`config.mk`:
```
export PLATFORM = sky130hd
export DESIGN_NAME = pipe_stage_reg
export DESIGN_NICKNAME = d
export VERILOG_FILES = /design/src/rtl/pipe_pkg.sv /design/src/rtl/sat_counter.sv /design/src/rtl/pipe_stage_reg.sv
export SDC_FILE = /design/constraint.sdc
export NUM_CORES = 1
export LEC_CHECK = 0
export CORE_MARGIN = 4
export CORE_UTILIZATION = 40
export CTS_CLUSTER_DIAMETER = 60
export DETAILED_ROUTE_END_ITERATION = 8
export PLACE_DENSITY = 0.86
export SYNTH_ARGS = -nofsm -noshare
export SYNTH_HDL_FRONTEND = slang
export SYNTH_SLANG_ARGS = --single-unit
```
`constraint.sdc`:
```
create_clock -name clk -period 2.4 [get_ports clk]
set_input_delay 0.48 -clock clk [delete_from_list [all_inputs] [get_ports clk]]
set_output_delay 0.48 -clock clk [all_outputs]
set_load 0.01 [all_outputs]
```
`src/rtl/pipe_pkg.sv`:
```
// Shared EX/MEM pipeline definitions: payload bundle layout and default widths.
// Used by pipe_stage_reg and sat_counter; pipe_stage_reg itself never looks inside the payload.
// Optional build macro consumed elsewhere: PIPE_STAGE_SKID_EN.
package pipe_pkg;

  // EX/MEM bundle as it travels between the execute and memory stages.
  typedef struct packed {
    logic        reg_write;
    logic [1:0]  result_src;
    logic        mem_write;
    logic [31:0] alu_result;
    logic [31:0] wdata;
    logic [4:0]  rd;
    logic [31:0] pc_plus4;
  } ex_mem_t;

  // Packed width of the full bundle; instances carrying ex_mem_t pass this as DATA_W.
  localparam int EX_MEM_W = $bits(ex_mem_t);

  // Historical default payload width of the stage register.
  localparam int PIPE_DATA_W_DFLT = 104;

  // Default width of the stall-cycle counter.
  localparam int STALL_CNT_W_DFLT = 16;

endpackage

```
`src/rtl/sat_counter.sv`:
```
// sat_counter: counts cycles with inc=1 and sticks at all-ones.
// Latency: count reflects an inc one cycle after the edge that samples it.
// Backpressure: none; reset (synchronous, active-high) clears to zero.
module sat_counter
  import pipe_pkg::*;
#(
  parameter int CNT_W = STALL_CNT_W_DFLT
) (
  input  logic             clk,
  input  logic             reset,
  input  logic             inc,
  output logic [CNT_W-1:0] count
);

  logic [CNT_W-1:0] r_cnt;

  assign count = r_cnt;

  // Increment on inc until every bit is set, then hold.
  always_ff @(posedge clk) begin
    if (reset) begin
      r_cnt <= '0;
    end else if (inc && !(&r_cnt)) begin
      r_cnt <= r_cnt + 1'b1;
    end
  end

endmodule

```
`src/rtl/pipe_stage_reg.sv`:
```
// pipe_stage_reg: valid/ready register slice between EX and MEM, payload-agnostic.
// Latency: 1 cycle from acceptance into an empty stage to out_valid; 1 transfer/cycle sustained.
// Backpressure: default build holds 1 entry, in_ready = !out_valid | out_ready (combinational);
//   with PIPE_STAGE_SKID_EN a skid entry makes in_ready a pure register output (!skid valid).
module pipe_stage_reg
  import pipe_pkg::*;
#(
  parameter int DATA_W = PIPE_DATA_W_DFLT,
  parameter int CNT_W  = STALL_CNT_W_DFLT
) (
  input  logic              clk,
  input  logic              reset,
  input  logic              flush,
  input  logic              in_valid,
  output logic              in_ready,
  input  logic [DATA_W-1:0] in_data,
  output logic              out_valid,
  input  logic              out_ready,
  output logic [DATA_W-1:0] out_data,
  output logic [CNT_W-1:0]  stall_cnt
);

  logic              w_in_xfer;
  logic              w_out_xfer;
  logic              w_stall;
  logic              r_main_vld;
  logic [DATA_W-1:0] r_main_dat;

  assign out_valid  = r_main_vld;
  assign out_data   = r_main_dat;
  assign w_in_xfer  = in_valid & in_ready;
  assign w_out_xfer = r_main_vld & out_ready;
  assign w_stall    = r_main_vld & ~out_ready;

`ifdef PIPE_STAGE_SKID_EN
  logic              r_skid_vld;
  logic [DATA_W-1:0] r_skid_dat;

  // Only the skid register gates acceptance, so out_ready never reaches in_ready.
  assign in_ready = ~r_skid_vld;

  // Main entry: refill from skid first (older), else from the input, else drain.
  always_ff @(posedge clk) begin
    if (reset) begin
      r_main_vld <= 1'b0;
      r_main_dat <= '0;
    end else if (flush) begin
      r_main_vld <= 1'b0;
    end else if (w_out_xfer) begin
      if (r_skid_vld) begin
        r_main_dat <= r_skid_dat;
      end else if (w_in_xfer) begin
        r_main_dat <= in_data;
      end else begin
        r_main_vld <= 1'b0;
      end
    end else if (w_in_xfer && !r_main_vld) begin
      r_main_vld <= 1'b1;
      r_main_dat <= in_data;
    end
  end

  // Skid entry: catches a payload accepted while main is stalled; empties when main moves.
  always_ff @(posedge clk) begin
    if (reset) begin
      r_skid_vld <= 1'b0;
      r_skid_dat <= '0;
    end else if (flush || w_out_xfer) begin
      r_skid_vld <= 1'b0;
    end else if (w_in_xfer && r_main_vld) begin
      r_skid_vld <= 1'b1;
      r_skid_dat <= in_data;
    end
  end
`else
  // Single entry: accept whenever the held payload is absent or leaving this cycle.
  assign in_ready = ~r_main_vld | out_ready;

  // Load on input transfer (covers simultaneous dequeue), drain on a lone output transfer.
  always_ff @(posedge clk) begin
    if (reset) begin
      r_main_vld <= 1'b0;
      r_main_dat <= '0;
    end else if (flush) begin
      r_main_vld <= 1'b0;
    end else if (w_in_xfer) begin
      r_main_vld <= 1'b1;
      r_main_dat <= in_data;
    end else if (w_out_xfer) begin
      r_main_vld <= 1'b0;
    end
  end
`endif

  sat_counter #(
    .CNT_W (CNT_W)
  ) u_stall_cnt (
    .clk   (clk),
    .reset (reset),
    .inc   (w_stall),
    .count (stall_cnt)
  );

endmodule

```
[Yosys cells after proc, flatten, opt, wreduce, memory -nomap -nowiden]
Index checks and enable logic that the tools add are counted.
Word-level totals
  word-level logic and storage cells: 19
  register bits after elaboration: 121
  output and inout port bits: 122
  input bits: 109
Operators by class
  multiplexer cells: 2
  bitwise operators: 7
  reduce and logical (&&, ||, !) cells: 6
  add/subtract/negate cells: 1
Operators by type and width (number)
  adder 16 x 1 -> 16 bit, second input constant: 1
  AND reduction 16 bit: 1
  AND 1 bit: 3
  NOT 1 bit: 3
  two-way mux 1 bit: 2
  AND reduction 2 bit: 1
  nonzero test 2 bit: 1
  OR reduction 2 bit: 1
  logical AND 1 bit: 1
  zero test 1 bit: 1
  OR 1 bit: 1

[Longest topological paths before layout]
  depth after elaboration: 4
  gate-level depth with buffers: 7
  mapped depth without buffers: 5

[Hierarchy]
A second synthesis with hierarchy kept.
Unflattened totals
  cells, all modules: 553
  area total of the unflattened synthesis: 5556.6 um^2
By module, submodules not included
  pipe_stage_reg: instances 1, seq. area each 2102.0 um^2, area an instance 4723.3 um^2, cells an instance 457
  sat_counter: instances 1, seq. area each 320.3 um^2, area an instance 833.3 um^2, cells an instance 96

[Worst setup path before layout]
No wires, ideal clock.
  path kind: input-to-reg
  start: input port out_ready
  end: register u_stall_cnt.r_cnt[14] (netlist: u_stall_cnt.count[14])
  setup slack: 505 ps
  arrival time: 1772 ps
  stages: 6
  cells stage by stage: and2b_2 -> inv_2 -> or2_1 -> clkbuf_1 -> nor4b_2 -> mux2_1
Between the ends
  longest elaborated chain between the ends: 3
Ends and longest elaborated chain
  start: declaration: line pipe_stage_reg.sv:18  | input logic out_ready,
  NOT 1 bit: line pipe_stage_reg.sv:33  | assign w_stall = r_main_vld & ~out_ready;
  AND 1 bit: line pipe_stage_reg.sv:33
  logical AND 1 bit: line sat_counter.sv:23  | end else if (inc && !(&r_cnt)) begin
  end signal: assignment: line sat_counter.sv:24  | r_cnt <= r_cnt + 1'b1;
  end: declaration: line sat_counter.sv:15  | logic [CNT_W-1:0] r_cnt;
No other way between the ends.
A chain may end at the register's enable or synchronous reset.

[Worst setup path in the final report]
  start: input port out_ready
  end: output port in_ready
Between the ends
  longest elaborated chain between the ends: 1
Ends and longest elaborated chain
  OR 1 bit: line pipe_stage_reg.sv:77  | assign in_ready = ~r_main_vld | out_ready;
  end: declaration: line pipe_stage_reg.sv:15  | output logic in_ready,
No other way between the ends.

==> summary.md <==
| Metric | Value |
|---|---|
| Outcome | finished clean |
| Leading cell type in the layout, fill and taps excluded | clkdlybuf4s50_1 |
| Post-layout min period | 2.30 ns |
| # resized after CTS | 0 |
| Synth Register Bits | 121 |
| Worst slack, placed | 0.0967 ns |
| WP buf/inv | 3 |
| Crit Path Class | in2out |
| Worst min-delay path class | in2reg |
| Synth Area per Inst | 8.03 um2 |
| Synth top area cells | dfxtp_1 54%, nand2_1 18%, a21oi_1 12%, clkbuf_1 1.7%, mux2_1 1.3% |
| Core area | 10900 um2 |
| Ys flop type | dfxtp_1 |
| H-tree depth | 4 |
| Critical Path Sink Type | primary output |
| Top cell by count, worst path | clkdlybuf4s50_1 |
| Ys async rst share | 0 |
| Initial Util | 0.412 |
| Syn_nets | 668 |
| Mapped Area | 4480 um2 |
| Setup_tns | 0 ns |
| Setup violations, final | 0 |
| Die H | 114 um |
| Vias per cell | 4.98 |
| Critical Path Max Stage Delay | 0.54 ns |
| Layout Nets | 889 |
| FMAX | 0.435 GHz |
| First-pass GRT wire length | 22.2 mm |
| Crit path required time | 1.92 ns |
| I/O Pins | 231 |
| Layout cell share with drive strength beyond 1 | 0.0644 |
| Largest net degree at the start of global routing | 60 |
| CP Cell Sequence | clkdlybuf4s50_1, and2b_2, inv_2, clkdlybuf4s50_1 |
| Hold Fails Final Rpt | 0 |
| CTS tree | done |
| DRT Wirelength | 14.0 mm |
| Area share of the largest cell type after synthesis | 0.540 |
| Final core utilization | 0.696 |
| Critical path fanouts, max | 6 |
| Final Wtd Congestion | 0.898 |
| Post-Syn Instances | 558 |
| Dpl hpwl | 9.96 mm |
| Max Root-Sink Buffers | 2 |
| Synth cell types | 45 |
| Power Density | 729 nW/um2 |
| Via count | 4638 |
| Slowest cell on the critical path | clkdlybuf4s50_1 |
| Input/output buffers | 230 |
| Worst-path clk slew | 0.06 ns |
| Max rail drop VDD | 0.444 mV |
| Cts bufs inserted | 17 |
| Leak | 2.72 nW |
| Layout area overhead | 69.0% |
| Final worst slack | 0.0999 ns |
| CP delay by family, top | buffers and inverters |
| Final period utilization | 0.958 |
| Root buf cell | clkbuf_8 |
| Clock Latency Late Sink | 0.50 ns |
| Worst EP arrival | 1.82 ns |
| Slew @ Worst Pin | 0.531 ns |
| Dominant cell type by area after synthesis | dfxtp_1 |
| Die area | 13000 um2 |
| Synth warnings | 0 |
| Post-CTS Hold Fix Bufs | 0 |
| Average routed wire per standard cell | 15.0 um |
| Sequential share of the synthesized area | 0.540 |
| Worst setup SP type | input port |
| Slew Viols, Final | 0 |
| CTS sink cnt | 121 |
| Pre-Repair DR Iteration Count | 4 |
| # rows | 38 |
| Most frequent cells in the layout | 229 x clkdlybuf4s50_1, 214 x nand2_1, 121 x dfxtp_1, 109 x a21oi_1, 16 x clkbuf_16 |
| Worst Skew | 0.00599 ns |
| Total GRT Usage | 0.212 |
| Filler cells | 797 |
| Routed Antenna Nets | 0 |
| Initial DRC count | 357 |
| DRC | 0 |
| Vias in the first global route | 4610 |
| Setup repair bufs after CTS | 0 |
| RSZ-0062 raised after global routing | false |
| Gr ovfl total | 0 |
| Die width | 114 um |
| Number of antenna violations at the first check in global routing | 0 |
| Max Cap Viol | 0 |
| Ant. Diodes | 0 |
| Post-synth EDFFs | 0 |
| Max-Slew Margin vs Limit | 0.646 |
cell type report:
class                           instances  area (um2)  area share
Inverter                                3        11.3     0.00149
Clock buffer                           22         463      0.0611
Multi-Input combinational cell        397        1880       0.249
Timing Repair Buffer                  239        2430       0.321
Clock inverter                         10         190      0.0251
Sequential cell                       121        2420       0.320
Tap cell                              140         175      0.0231
where the power goes:
group          total (mW)  leakage (nW)  switching [mW]  internal (mW)
registers            2.14         0.987          0.0435           2.09
logic               0.614          1.43           0.255          0.359
clock network        2.77         0.308           0.892           1.88
worst paths after layout:
kind | startpoint | end | slack [ns] | depth (start not counted)
setup / recovery | out_ready | in_ready | 0.1 | 4
hold / removal | reset | out_data[102] | 0.35 | 2
setup reg to reg | u_stall_cnt.count[0] | u_stall_cnt.count[0] | 0.37 | 5
hold reg to reg | out_data[25] | out_data[25] | 0.45 | 2
synthesized netlist by cell type (3+ instances only):
| cell type | count |
|---|---|
| nand2_1 | 214 |
| dfxtp_1 | 121 |
| a21oi_1 | 109 |
| clkbuf_1 | 20 |
| nor2_1 | 12 |
| buf_2 | 10 |
| nor2b_1 | 6 |
| buf_1 | 5 |
| mux2_1 | 5 |
| a211oi_1 | 4 |
| nand3_1 | 4 |
| a31oi_1 | 3 |
| nand4_1 | 3 |
| nor3_1 | 3 |
| o21ai_0 | 3 |
flip-flops by register name, indices dropped and copies added, names as in the netlist:
register and count:
out_data 104, u_stall_cnt.count 16, out_valid 1
routing by layer:
| layer | up-vias | global-route usage | wire length (um) |
|---|---|---|---|
| met5 | - | 0 | 0 |
| li1 | 2287 | - | - |
| met4 | 0 | 0.0697 | 196 |
| met3 | 18 | 0.0870 | 1400 |
| met2 | 210 | 0.356 | 6710 |
| met1 | 2123 | 0.245 | 5640 |
stage by stage:
step	hold WS (ns)	area (um2)	std cells	total power, mW
2_1_floorplan	0.478	4480	558	2.39
3_3_place_gp	0.441	6920	900	2.78
3_5_place_dp	0.446	6920	900	2.79
4_1_cts	0.319	7570	932	5.58
5_1_grt	0.364	7570	932	5.72
6_report	0.347	7570	932	5.52
worst reg2reg max path, cell delays in order (launching register included):
cell and delay (ns):
dfxtp_1 0.42, ha_1 0.24, nand3_1 0.19, nor3_2 0.52
a21oi_1 0.24, mux2_2 0.32
logic make-up after synthesis:
family / count (synthesis) / synth area share
AOI/OAI and AO/OA: 125 / 0.148
adders and majority gates: 1 / 0.00279
buffers and inverters: 40 / 0.0408
DFF: 121 / 0.540
muxes: 8 / 0.0195
and+or+nand+nor: 263 / 0.249
Power figures use the tool's default switching activity.
